[config.mk]
export PLATFORM = sky130hd
export DESIGN_NAME = sram_arbiter
export DESIGN_NICKNAME = d
export VERILOG_FILES = /design/src/rtl/sram_arbiter_pkg.sv /design/src/rtl/sram_watchdog.sv /design/src/rtl/sram_arbiter.sv
export SDC_FILE = /design/constraint.sdc
export NUM_CORES = 1
export LEC_CHECK = 0
export BUFFER_PORTS_ARGS = -buffer_cell sky130_fd_sc_hd__buf_2
export CORE_AREA = 2 2 106 108
export DETAILED_ROUTE_END_ITERATION = 12
export DIE_AREA = 0 0 108 110
export PLACE_DENSITY = 0.73
export SLEW_MARGIN = 10
export SYNTH_ARGS = -nofsm -noshare
export SYNTH_HDL_FRONTEND = slang
export SYNTH_HIERARCHICAL = 1
export SYNTH_SLANG_ARGS = --single-unit
[constraint.sdc]
create_clock -name clk -period 2.3 [get_ports clk]
set_clock_uncertainty 0.15 [all_clocks]
set_input_delay 0.345 -clock clk [delete_from_list [all_inputs] [get_ports clk]]
set_output_delay 0.345 -clock clk [all_outputs]
set_load 0.01 [all_outputs]
[src/rtl/sram_arbiter_pkg.sv]
// sram_arbiter shared types and constants.
// State encodings, default timeout, word select.
package sram_arbiter_pkg;

  typedef enum logic [1:0] {
    ARB_IDLE = 2'd0,
    ARB_DACC = 2'd1,
    ARB_IACC = 2'd2,
    ARB_DONE = 2'd3
  } arb_state_t;

  localparam int TIMEOUT_DEF = 255;

  localparam logic [3:0] SEL_WORD = 4'b1111;

endpackage

[src/rtl/sram_watchdog.sv]
// Wait-cycle counter for one SRAM beat.
// expired is high once TIMEOUT cycles pass without ack.
module sram_watchdog
  import sram_arbiter_pkg::*;
#(
  parameter int TIMEOUT = TIMEOUT_DEF
) (
  input  logic clk,
  input  logic rst,
  input  logic clr,
  input  logic en,
  output logic expired
);

  localparam int CW =
    (TIMEOUT < 1) ? 1 : $clog2(TIMEOUT + 1);

  logic [CW-1:0] cnt;

  assign expired = (cnt == CW'(TIMEOUT));

  // count wait cycles, restart per beat
  always_ff @(posedge clk or negedge rst) begin
    if (!rst) begin
      cnt <= '0;
    end else if (clr) begin
      cnt <= '0;
    end else if (en && !expired) begin
      cnt <= cnt + CW'(1);
    end
  end

endmodule

[src/rtl/sram_arbiter.sv]
// Fetch/data arbiter for one single-port SRAM.
// Data beat first, then fetch, then a release cycle.
module sram_arbiter
  import sram_arbiter_pkg::*;
#(
  parameter int ADDR_W  = 32,
  parameter int DATA_W  = 32,
  parameter int TIMEOUT = TIMEOUT_DEF
) (
  input  logic              clk,
  input  logic              rst,
  input  logic              rom_ce_i,
  input  logic [ADDR_W-1:0] rom_addr_i,
  output logic [DATA_W-1:0] rom_data_o,
  input  logic              ram_ce_i,
  input  logic              ram_we_i,
  input  logic [3:0]        ram_sel_i,
  input  logic [ADDR_W-1:0] ram_addr_i,
  input  logic [DATA_W-1:0] ram_wdata_i,
  output logic [DATA_W-1:0] ram_rdata_o,
  input  logic              flush_i,
  output logic              stallreq_o,
  output logic              bus_err_o,
  output logic              sram_req_o,
  output logic              sram_we_o,
  output logic [3:0]        sram_sel_o,
  output logic [ADDR_W-1:0] sram_addr_o,
  output logic [DATA_W-1:0] sram_wdata_o,
  input  logic [DATA_W-1:0] sram_rdata_i,
  input  logic              sram_ack_i
);

  arb_state_t        state;
  arb_state_t        state_n;
  logic              abort_q;
  logic              abort_n;
  logic [DATA_W-1:0] rom_q;
  logic [DATA_W-1:0] ram_q;
  logic              acc;
  logic              fin;
  logic              kill;
  logic              expired;

  assign acc  = (state == ARB_DACC)
             || (state == ARB_IACC);
  assign fin  = acc && (sram_ack_i || expired);
  assign kill = abort_q || flush_i;

  assign rom_data_o  = rom_q;
  assign ram_rdata_o = ram_q;

  sram_watchdog #(
    .TIMEOUT (TIMEOUT)
  ) u_wdog (
    .clk     (clk),
    .rst     (rst),
    .clr     (!acc || fin),
    .en      (acc && !sram_ack_i),
    .expired (expired)
  );

  // state, abort flag and read-data latches
  always_ff @(posedge clk or negedge rst) begin
    if (!rst) begin
      state   <= ARB_IDLE;
      abort_q <= 1'b0;
      rom_q   <= '0;
      ram_q   <= '0;
    end else begin
      state   <= state_n;
      abort_q <= abort_n;
      if (fin && state == ARB_DACC && !ram_we_i)
        ram_q <= sram_ack_i ? sram_rdata_i : '0;
      if (fin && state == ARB_IACC)
        rom_q <= sram_ack_i ? sram_rdata_i : '0;
    end
  end

  // next state; a flushed beat still runs to ack
  always_comb begin
    state_n = state;
    abort_n = abort_q;
    unique case (state)
      ARB_IDLE: begin
        abort_n = 1'b0;
        if (flush_i)       state_n = ARB_IDLE;
        else if (ram_ce_i) state_n = ARB_DACC;
        else if (rom_ce_i) state_n = ARB_IACC;
      end
      ARB_DACC: begin
        if (fin) begin
          abort_n = 1'b0;
          if (kill)          state_n = ARB_IDLE;
          else if (rom_ce_i) state_n = ARB_IACC;
          else               state_n = ARB_DONE;
        end else if (flush_i) begin
          abort_n = 1'b1;
        end
      end
      ARB_IACC: begin
        if (fin) begin
          abort_n = 1'b0;
          state_n = kill ? ARB_IDLE : ARB_DONE;
        end else if (flush_i) begin
          abort_n = 1'b1;
        end
      end
      ARB_DONE: state_n = ARB_IDLE;
    endcase
  end

  // SRAM drive, stall and timeout pulse
  always_comb begin
    stallreq_o   = 1'b0;
    bus_err_o    = 1'b0;
    sram_req_o   = 1'b0;
    sram_we_o    = 1'b0;
    sram_sel_o   = '0;
    sram_addr_o  = '0;
    sram_wdata_o = '0;
    unique case (state)
      ARB_IDLE: begin
        stallreq_o = rst && !flush_i
                  && (rom_ce_i || ram_ce_i);
      end
      ARB_DACC: begin
        sram_req_o   = 1'b1;
        sram_we_o    = ram_we_i;
        sram_sel_o   = ram_sel_i;
        sram_addr_o  = ram_addr_i;
        sram_wdata_o = ram_wdata_i;
        stallreq_o   = !kill;
        bus_err_o    = expired && !sram_ack_i;
      end
      ARB_IACC: begin
        sram_req_o  = 1'b1;
        sram_sel_o  = SEL_WORD;
        sram_addr_o = rom_addr_i;
        stallreq_o  = !kill;
        bus_err_o   = expired && !sram_ack_i;
      end
      ARB_DONE: begin
        stallreq_o = 1'b0;
      end
    endcase
  end

endmodule

Yosys cells after proc, flatten, opt, wreduce, memory -nomap -nowiden
Index checks and enable logic that the tools add are counted.
{"block": "classes", "add_sub_neg": 1, "n_eq_ne": 8, "mux": 22, "reduce_logical": 26}
{"cell": "32-bit 2-to-1 mux", "count": 2}
{"cell": "32-bit one-hot mux with 2 select lines", "count": 1}
{"cell": "8-bit 2-to-1 mux", "count": 2}
{"cell": "2-bit 2-to-1 mux", "count": 7}
{"cell": "1-bit logical AND", "count": 9}
{"cell": "8-bit by 1-bit adder with 8-bit output, second input constant", "count": 1}
{"cell": "8-bit equality test, second input constant", "count": 1}
{"cell": "2-bit one-hot mux with 4 select lines", "count": 1}
{"cell": "4-bit one-hot mux with 2 select lines", "count": 1}
{"cell": "1-bit logical NOT", "count": 6}
{"cell": "1-bit 2-to-1 mux", "count": 6}
{"cell": "1-bit logical OR", "count": 5}
{"cell": "2-bit equality test, second input constant", "count": 2}
{"cell": "2-bit inequality test, second input constant", "count": 2}
{"cell": "4-bit inequality test, second input constant", "count": 1}
{"cell": "2-bit nonzero test", "count": 2}
{"cell": "3-bit by 1-bit inequality test with 1-bit output, second input constant", "count": 1}
{"cell": "1-bit one-hot mux with 3 select lines", "count": 1}
{"cell": "3-bit AND reduction", "count": 1}
{"cell": "2-bit by 1-bit equality test with 1-bit output, second input constant", "count": 1}
{"cell": "2-bit logical NOT", "count": 1}
{"cell": "1-bit one-hot mux with 2 select lines", "count": 1}
{"cell": "2-bit AND reduction", "count": 1}
{"cell": "2-bit OR reduction", "count": 1}
{"block": "totals", "reg_bits": 75, "in_bits": 139, "output_inout_bits": 136}

Longest topological paths before layout
Gate-level depths: netlist (run 1).
{"block": "depth", "ltp_word": 6, "ltp_mapped": 8, "ltp_nobuf": 7}

Hierarchy
Netlist (run 1), hierarchy kept.
{"mod": "sram_arbiter", "n_inst": 1, "cells_per_inst": 399, "area_each_um2": 3488.3, "seq_area_each_um2": 1676.6}
{"mod": "sram_watchdog", "n_inst": 1, "cells_per_inst": 47, "area_each_um2": 469.2, "seq_area_each_um2": 200.2}

Worst setup path after synthesis (run 1)
Ideal clock, no wire load.
{"block": "synth_timing", "path_type": "register -> output", "start": "reg state[0]", "end": "out stallreq_o", "t_arrival_ns": 1.725, "required_time_ns": 1.805, "setup_slack_ns": 0.080, "path_stages_with_launch": 6, "path_buffers": 1, "cell_sequence": "dfrtp_1 > inv_1 > ha_1 > clkbuf_2 > or3b_2 > a21oi_1"}
{"block": "synth_via", "elab_chain_cells": 3, "elab_cells_between_ends": 6, "cone_classes": "eq/ne: 3; mux: 1; reduce/logical: 2"}
{"item": "start, declared", "line": "sram_arbiter.sv:33", "source": "arb_state_t state;"}
{"item": "start signal, assigned", "line": "sram_arbiter.sv:70", "source": "state <= state_n;"}
{"item": "2-bit by 1-bit equality test with 1-bit output / 2-bit equality test (equally long branches)", "line": "sram_arbiter.sv:121", "source": "unique case (state)"}
{"item": "2-bit OR reduction (no line)"}
{"item": "1-bit one-hot mux with 3 select lines *", "line": "sram_arbiter.sv:121"}
{"item": "end, declared", "line": "sram_arbiter.sv:22", "source": "output logic stallreq_o,"}
Mark *: on every way between the ends. The rest lies on a longest branch, timed or not.

Worst setup path after layout (run 1)
{"block": "layout_timing", "start": "reg state[1]", "end": "out stallreq_o"}
Same word-level chain as after synthesis.

==> results of run 1 <==
-- timing repair --
action                                  4_1_cts  5_1_grt
endpoints found under the setup margin       37       20
buffers inserted                              3        0
pin swaps                                     2        1
cloned                                        1        1
resized for setup                             7       12
-- stage by stage --
stage | instances | total power (W) | worst slack, ps | setup TNS (ps)
floorplan | 446 | 0.00391 | 80.1 | 0
global placement | 838 | 0.00518 | 191 | 0
detailed placement | 838 | 0.00528 | 104 | 0
finish | 859 | 0.00640 | 65.2 | 0
CTS | 857 | 0.00631 | -8.20 | -15.4
global route | 858 | 0.00688 | -18.7 | -21.4
-- Yosys cell counts (all sizes together) (2+ instances only) --
| cell type | count | share of area, % |
|---|---|---|
| a21oi | 12 | 1.5 |
| nand3b | 2 | 0.70 |
| buf | 14 | 1.7 |
| and4 | 2 | 0.54 |
| nor2b | 39 | 6.2 |
| nor3 | 3 | 0.38 |
| a22oi | 32 | 6.1 |
| nand2b | 3 | 0.47 |
| nor2 | 3 | 0.28 |
| nand3 | 3 | 0.38 |
| and2 | 35 | 5.6 |
| inv | 6 | 0.57 |
| o21bai | 2 | 0.38 |
| ha | 8 | 2.5 |
| a31oi | 2 | 0.32 |
| nand2 | 101 | 9.8 |
| mux2 | 3 | 1.0 |
| a211oi | 4 | 0.76 |
| o21ai | 65 | 8.5 |
| dfrtp | 75 | 47 |
| clkbuf | 19 | 1.9 |
| nand4 | 2 | 0.32 |
-- sequential cells by signal (all words and copies together) (netlist names) --
signal / flops
ram_rdata_o: 32
rom_data_o: 32
u_wdog/cnt: 8
state: 2
abort_q: 1
-- final cells by class --
type,count,area [sq um]
Clock buffer,9,124
Timing Repair Buffer,290,1600
Clock inverter,6,33.8
Inverter,6,22.5
Antenna cell,1,2.50
Fill cell,1033,4870
Multi-Input combinational cell,332,1990
Sequential cell,75,1880
Tap cell,140,175
-- layer usage --
metal  up-vias  global-route usage, %  wire (microns)
li1       2045                      -               -
met1      1996                   26.7            5440
met2       193                   39.1            7200
met3        19                   6.58            1220
met4         2                   7.42             179
met5         -                      0              11
-- how the worst max path moves through the flow --
stage,startpoint,cells after the start,to
2_1_floorplan,state[0],5,stallreq_o
3_5_place_dp,state[1],7,u_wdog/cnt[5]
6_report,state[1],5,stallreq_o
5_1_grt,u_wdog/cnt[1],5,bus_err_o
4_1_cts,state[0],5,stallreq_o
3_3_place_gp,state[1],5,stallreq_o
-- worst register-to-register path, cell delays in order, from the launching register on --
cell	delay, ps
sky130_fd_sc_hd__dfrtp_2	440
sky130_fd_sc_hd__ha_2	230
sky130_fd_sc_hd__and4_4	200
sky130_fd_sc_hd__and2_2	190
sky130_fd_sc_hd__o21a_4	230
sky130_fd_sc_hd__nand3b_4	90
sky130_fd_sc_hd__buf_12	240
sky130_fd_sc_hd__o21ai_0	180
-- cells by family (layout without fill, tap and decap cells) --
group | after synthesis | count (layout)
fa+ha+maj | 8 | 8
simple gates | 198 | 198
compound gates | 122 | 122
other cells | 0 | 1
buf+inv | 39 | 311
flops | 75 | 75
mux | 4 | 4
-- report_power, final --
| group | switching, W | internal [W] | leakage [nW] |
|---|---|---|---|
| logic | 0.00191 | 0.00164 | 2.06 |
| registers | 0.000248 | 0.00176 | 1.01 |
| clock network | 0.000464 | 0.000377 | 0.0884 |
==> impl_metrics.toml, run 1 <==
[cts]
cts.path.max_buffers = 2
clockRootBuffer = "sky130_fd_sc_hd__clkbuf_8"
maximum_level_of_the_cts_h_tree = 3
clkSlewWorstSetupHoldPaths_ps = 80
numClockSinks = 75
cts_made_buffers = 9
cts_hold_buffers = 0
worst_skew_pair.late_latency_ps = 340
cts_tree = "done"

[logic_synthesis]
synth-xor-area-share_pct = 0
synth_nets = 593
syn_inst_count = 446
yosysWarnings = 6
mapped_avg_cell_area_sq_um = 8.87
synth_top_family_by_area = "simple AND/OR/NAND/NOR gates"
seq_area_frac_synth_pct = 47.4
synth_adder_area_share_pct = 2.53
synthMuxAreaShare_pct = 1.30
synth-main-ff-cell = "sky130_fd_sc_hd__dfrtp_1"
postSynth.asyncResetShare_pct = 100
synth-edff-count = 0
area_fraction_in_compound_gates_after_synthesis_pct = 18.8
unique_masters_post_synth = 42
yosys_register_bits = 75
synthSimpleGateAreaFrac_pct = 25.7
netlist_area_sq_um = 3960

[floorplan]
die_width_microns = 108
initial_utilization_pct = 37.0
core_area_sq_um = 10700
num_rows = 38
overall_die_area_sq_um = 11900
die_h_microns = 110
design.portCount = 275

[worst_setup_path]
worst-endpoint-required_ps = 1800
slowest_stage = "sky130_fd_sc_hd__dfrtp_1"
critPathArrivalTime_ps = 1740
start_kind = "flip-flop"
path_delay_family = "flip-flops"
ff2ff_path_depth = 7
r2r-end = "ram_rdata_o[9]"
critical_path.n_buffers_inverters = 2
setup.reg_to_reg.worst_slack_ps = 210
critical_path.max_stage_delay_ps = 380
worst_r2r_src = "u_wdog/cnt[0]"
timing.critical_path.cells = "inv_2, ha_4, or3b_4, a21oi_2, buf_2"
critPathMaxFanout = 4
timing_worst_setup_path_type = "flip-flop to primary output"
end_kind = "primary output"

[placed_design]
post-dp-hpwl_mm = 10.7
place_area_sq_um = 5510
place_congestion = 0.945
io_buffer_count = 274

[route]
drt_pre_antenna_iters = 4
vias_per_cell = 4.95
drc_errors = 0
routedWlPerCell_microns = 16.4
dr.first_iter.drc_count = 284
postRouteAntennaNets = 0
wl_mm = 14.1
detailroute.via_count = 4255

[timing]
tightestPinTransition_ps = 934
finalHoldViolCount = 0
rsz0062_at_grt = "yes"
timing.fmax_ghz = 0.447
worst_slew_margin_rel_pct = 37.7
final_setup_violation_count = 0
timing.final.crit_period_ps = 2230
timing.final.crit_share_pct = 97.2
final_report_max_slew_violation_count = 0
hold_ws_ps = 82.1

[outcome]
outcome = "finished clean"

[power_and_ir_drop]
ir_worst_vdd_mv = 0.467
p_leak_nw = 3.16
power_per_cell_area_nw_per_um2 = 1100

[global_routing]
number_of_global_route_vias_before_repair = 3968
antenna_violations_before_repair = 1
grt_usage_pct = 22.5
total_overflow_reported_by_the_global_router = 0
grt_start_max_net_pins = 76
grt_first_pass_wirelength_mm = 20.5

[finish]
fin_nets = 861
commonest_non_fill_non_tap_cell_in_the_layout = "sky130_fd_sc_hd__buf_2"
finalInstanceArea_sq_um = 5830
layout.cells.most_common_list = "sky130_fd_sc_hd__buf_2 (274), sky130_fd_sc_hd__nand2_1 (100), sky130_fd_sc_hd__dfrtp_1 (74), sky130_fd_sc_hd__o21ai_0 (64), sky130_fd_sc_hd__nor2b_1 (38)"
finalCoreUtilization_pct = 54.5
layout-area-overhead-vs-synth_pct = 47.2
drive_gt1_share_pct = 46.4

[min_path]
hold_path.class = "input port to asynchronous set/reset pin"

[flow_run]
max_cap_viol_count = 0
(Power assumes the default switching activity.)
==> run 2: changes to the inputs <==
- BUFFER_PORTS_ARGS: -buffer_cell sky130_fd_sc_hd__buf_2 -> not set
- DONT_BUFFER_PORTS: not set -> 1
- PLACE_DENSITY: 0.73 -> not set
==> run 2 against run 1 <==
Sequential cell count unchanged. Clock power rose by 30%. Final cell count down 26%. Combinational power fell by 19%. Critical path type unchanged. Critical endpoint unchanged.
==> impl_metrics.toml, run 2 (same netlist as run 1, synthesis figures left out) <==
[route]
postRouteAntennaNets = 0
drt_pre_antenna_iters = 4
dr.first_iter.drc_count = 286
detailroute.via_count = 3500
wl_mm = 13.9
routedWlPerCell_microns = 22.0
vias_per_cell = 5.52
drc_errors = 0

[placed_design]
dp.cells = 582
place_congestion = 0.876
io_buffer_count = 0
post-dp-hpwl_mm = 9.67
place_area_sq_um = 4260

[flow_run]
max_cap_viol_count = 0

[floorplan]
num_rows = 38
core_area_sq_um = 10700
die_h_microns = 110
overall_die_area_sq_um = 11900
die_width_microns = 108
design.portCount = 275
initial_utilization_pct = 37.0

[global_routing]
antenna_violations_before_repair = 2
global_route.usage.met1_pct = 24.4
grt_most_used_layer = "met2"
use_met2_pct = 36.1
grt_first_pass_wirelength_mm = 18.9
total_overflow_reported_by_the_global_router = 0
grt_start_max_net_pins = 76
met3_usage_pct = 9.11
number_of_global_route_vias_before_repair = 3334
grt_usage_pct = 21.3

[worst_setup_path]
start_kind = "flip-flop"
slowest_stage = "sky130_fd_sc_hd__dfrtp_2"
critPathLaunch = "state[1]"
worst-endpoint-required_ps = 1800
critPathMaxFanout = 4
critPathArrivalTime_ps = 1790
critical_path.n_buffers_inverters = 2
timing_worst_setup_path_type = "flip-flop to primary output"
end_kind = "primary output"
critical_path.max_stage_delay_ps = 430
r2r-end = "u_wdog/cnt[7]"
worst_r2r_src = "state[1]"
ff2ff_path_depth = 8
setup.reg_to_reg.worst_slack_ps = 130
path_delay_family = "flip-flops"
cp.depth = 5
timing.critical_path.cells = "inv_4, ha_4, or3b_4, a21oi_2, buf_4"
endpoint = "stallreq_o"

[power_and_ir_drop]
ir_worst_vdd_mv = 0.553
power_per_cell_area_nw_per_um2 = 1260
p_leak_nw = 2.15

[timing]
rsz0062_at_grt = "yes"
worst_slew_margin_rel_pct = 53.8
final_setup_violation_count = 0
timing.final.crit_share_pct = 99.2
finalHoldViolCount = 0
final_report_max_slew_violation_count = 0
tightestPinTransition_ps = 690
hold_ws_ps = 16.7
timing.final.crit_period_ps = 2280
timing.fmax_ghz = 0.438

[cts]
cts_made_buffers = 9
worst_skew_pair.late_latency_ps = 360
cts_tree = "done"
numClockSinks = 75
maximum_level_of_the_cts_h_tree = 3
clkSlewWorstSetupHoldPaths_ps = 80
cts.path.max_buffers = 2
clockRootBuffer = "sky130_fd_sc_hd__clkbuf_8"

[outcome]
outcome = "finished clean"

[finish]
multiInputGateArea_sq_um = 2000
n_fill_cell = 1016
layout.cells.most_common_list = "sky130_fd_sc_hd__nand2_1 (100), sky130_fd_sc_hd__dfrtp_1 (74), sky130_fd_sc_hd__o21ai_0 (64), sky130_fd_sc_hd__nor2b_1 (35), sky130_fd_sc_hd__and2_1 (33)"
commonest_non_fill_non_tap_cell_in_the_layout = "sky130_fd_sc_hd__nand2_1"
sequential_cell_area_sq_um = 1880
layout-area-overhead-vs-synth_pct = 25.6
finalInstanceArea_sq_um = 4970
drive_gt1_share_pct = 17.3
fin_nets = 635
fin_cells = 634

[min_path]
hold_start = "sram_rdata_i[2]"
hold_path.class = "input port to flip-flop"
run 2: cell types whose count changed in the layout (fill, tap and decap cells not counted), sizes merged:
cell and change:
dlygate4sd3 +24, diode +1, buf -251, clkbuf +3, clkinv -3, bufbuf -1, bufinv +2
run 2: metrics by stage:
stage	setup TNS [ps]	total power (W)	utilization (%)	setup slack, ps
4_1_cts	-76.8	0.00598	45.0	-47.9
6_report	0	0.00626	46.5	18.7
2_1_floorplan	0	0.00391	-	80.1
3_3_place_gp	0	0.00459	39.8	199
5_1_grt	-69.8	0.00666	46.4	-33.3
3_5_place_dp	0	0.00467	39.8	134
run 2: power by group:
part           total, W  internal [W]  switching [W]  leakage [nW]
combinational   0.00286       0.00131        0.00154          1.04
clock           0.00109      0.000603       0.000486         0.106
sequential      0.00232       0.00177       0.000554          1.01
total           0.00626       0.00368        0.00258          2.15
run 2: final cells by class:
class,instances,share of cell area [%]
inverters,6,0.503
clock inverters,5,1.59
multi-input cells,332,40.1
diodes,2,0.101
well taps,140,3.52
flip-flops and latches,75,37.8
repair buffers,64,13.8
clock buffers,10,2.57
run 2: how the worst min path moves through the flow:
stage / end / slack (ps) / cells after the start
after floorplan: abort_q / -100 / 0
after global placement: rom_data_o[20] / -100 / 0
after detailed placement: ram_rdata_o[20] / -100 / 0
after CTS: ram_rdata_o[16] / 0.3 / 2
after global routing: ram_rdata_o[2] / 10 / 2
final: rom_data_o[2] / 20 / 2
run 2: what timing repair did:
action / 4_1_cts / 5_1_grt
setup buffers: 4 / 3
setup endpoints to repair: 38 / 38
gates cloned: 0 / 3
endpoints found under the hold margin: 102 / 0
pin swaps: 1 / 2
gates resized for setup: 11 / 16
hold buffers: 25 / 0
run 2: layer usage:
layer	wire (microns)	share of wire (%)
met4	270	1.9
met5	0	0
met3	1550	11
met2	6820	49
met1	5310	38
==> run 3: changes to the inputs <==
- RECOVER_POWER: not set -> 50
==> run 3 against run 2 <==
First-iteration DRC count unchanged. Critical path depth unchanged. Worst setup slack about the same. Core utilization decreased by 0.19 points. Sequential share of layout area increased by 0.15 points. Clock power about the same. Final cell count unchanged.
==> impl_metrics.toml, run 3 (same netlist as run 1, synthesis figures left out) <==
[outcome]
outcome = "finished clean"

[timing]
tightestPinTransition_ps = 1050
setup_total_negative_slack_ps = 0
final_report_max_slew_violation_count = 0
worst_slew_margin_rel_pct = 29.9
finalHoldViolCount = 0
timing.final.crit_share_pct = 99.2
rsz0062_at_grt = "yes"
timing.fmax_ghz = 0.438
final_setup_violation_count = 0
timing.final.crit_period_ps = 2280
fin_ws_ps = 18.5

[worst_setup_path]
end_kind = "primary output"
critPathArrivalTime_ps = 1790
critPathLaunch = "state[1]"
endpoint = "stallreq_o"
critical_path.max_stage_delay_ps = 430
critPathMaxFanout = 4
worst_r2r_src = "state[1]"
r2r-end = "u_wdog/cnt[7]"
ff2ff_path_depth = 8
start_kind = "flip-flop"
setup.reg_to_reg.worst_slack_ps = 130
timing.critical_path.cells = "inv_4, ha_4, or3b_4, a21oi_2, buf_4"
worst-endpoint-required_ps = 1800
timing_worst_setup_path_type = "flip-flop to primary output"
slowest_stage = "sky130_fd_sc_hd__dfrtp_2"

[min_path]
hold_path.class = "input port to flip-flop"
min_path_cells = 2

[power_and_ir_drop]
sw_frac_of_total_pct = 41.3
power.share.sequential_pct = 37.1
power_frac_clock_pct = 17.4
p_leak_nw = 2.15
cell_internal_pwr_w = 0.00368
ir_worst_vdd_mv = 0.552
power_per_cell_area_nw_per_um2 = 1260
pwr-share-comb_pct = 45.5
switchingPower_w = 0.00258

[floorplan]
design.portCount = 275
num_rows = 38
die_h_microns = 110
overall_die_area_sq_um = 11900
die_width_microns = 108
core_area_sq_um = 10700
initial_utilization_pct = 37.0

[placed_design]
pre_cts_ws_ps = 134
place_congestion = 0.876
io_buffer_count = 0
post-dp-hpwl_mm = 9.67

[global_routing]
total_overflow_reported_by_the_global_router = 0
grt_start_max_net_pins = 76
grt_usage_pct = 21.3
antenna_violations_before_repair = 2
number_of_global_route_vias_before_repair = 3334
grt_first_pass_wirelength_mm = 18.9

[cts]
numClockSinks = 75
cts_made_buffers = 9
cts.path.max_buffers = 2
clockRootBuffer = "sky130_fd_sc_hd__clkbuf_8"
cts_tree = "done"
maximum_level_of_the_cts_h_tree = 3
worst_skew_pair.late_latency_ps = 360
clkSlewWorstSetupHoldPaths_ps = 80

[route]
detailroute.via_count = 3494
vias_per_cell = 5.51
drt_pre_antenna_iters = 4
drc_errors = 0
routedWlPerCell_microns = 22.0
wl_mm = 14.0
postRouteAntennaNets = 0
dr.first_iter.drc_count = 286

[finish]
drive_gt1_share_pct = 17.3
commonest_non_fill_non_tap_cell_in_the_layout = "sky130_fd_sc_hd__nand2_1"
layout-area-overhead-vs-synth_pct = 25.1
layout.cells.most_common_list = "sky130_fd_sc_hd__nand2_1 (100), sky130_fd_sc_hd__dfrtp_1 (74), sky130_fd_sc_hd__o21ai_0 (64), sky130_fd_sc_hd__nor2b_1 (35), sky130_fd_sc_hd__and2_1 (33)"
fin_nets = 635

[flow_run]
max_cap_viol_count = 0
[run 3: how the worst min path moves through the flow]
stage                      from         endpoint
2_1_floorplan               rst          abort_q
3_3_place_gp                rst   rom_data_o[20]
3_5_place_dp                rst  ram_rdata_o[20]
4_1_cts        sram_rdata_i[16]  ram_rdata_o[16]
5_1_grt         sram_rdata_i[2]   ram_rdata_o[2]
6_report        sram_rdata_i[2]    rom_data_o[2]
[run 3: worst max-delay path: cells and delay by family (launching register included)]
family                     cells  cell delay (ps)
DFF                            1              430
and+or+nand+nor                1              380
adders and majority gates      1              290
AOI/OAI and AO/OA              1              130
buffers and inverters          2              200
[run 3: metal layers]
metal	track usage, %	share of wire (%)
met2	36.1	49
met4	6.96	1.9
met1	24.4	38
met3	9.11	11
met5	0	0
[run 3: repair_timing]
item	in CTS	in global routing
hold buffers	25	0
setup endpoints to repair	38	38
gates resized for setup	11	16
buffers inserted	4	3
hold endpoints to repair	102	0
pin swaps	1	2
cloned	0	3
[run 3: power groups by stage]
stage	clock [W]	sequential, W	combinational [W]
final	0.00109	0.00232	0.00285
after detailed placement	0	0.00235	0.00233
after floorplan	0	0.00222	0.00168
after global routing	0.00118	0.00238	0.00309
after CTS	0.00112	0.00232	0.00254
after global placement	0	0.00233	0.00226
[run 3: layout make-up]
type	instances	area (sq um)
fill	1018	5750
multi-input combinational	332	2000
sequential	75	1880
timing repair buffer	64	666
tap	140	175
clock buffer	10	128
clock inverter	5	78.8
inverter	6	25.0
antenna	2	5.00
[run 3: stage by stage]
stage          cell area (sq um)  total power, W  std cells  hold WS [ps]  utilization (%)
6_report                    4950         0.00626        634          16.6             46.3
5_1_grt                     4950         0.00666        633          13.6             46.3
4_1_cts                     4810         0.00598        626         0.252             45.0
3_5_place_dp                4260         0.00467        582         -99.1             39.8
3_3_place_gp                4260         0.00459        582         -99.2             39.8
2_1_floorplan               3960         0.00391        446          -101                -
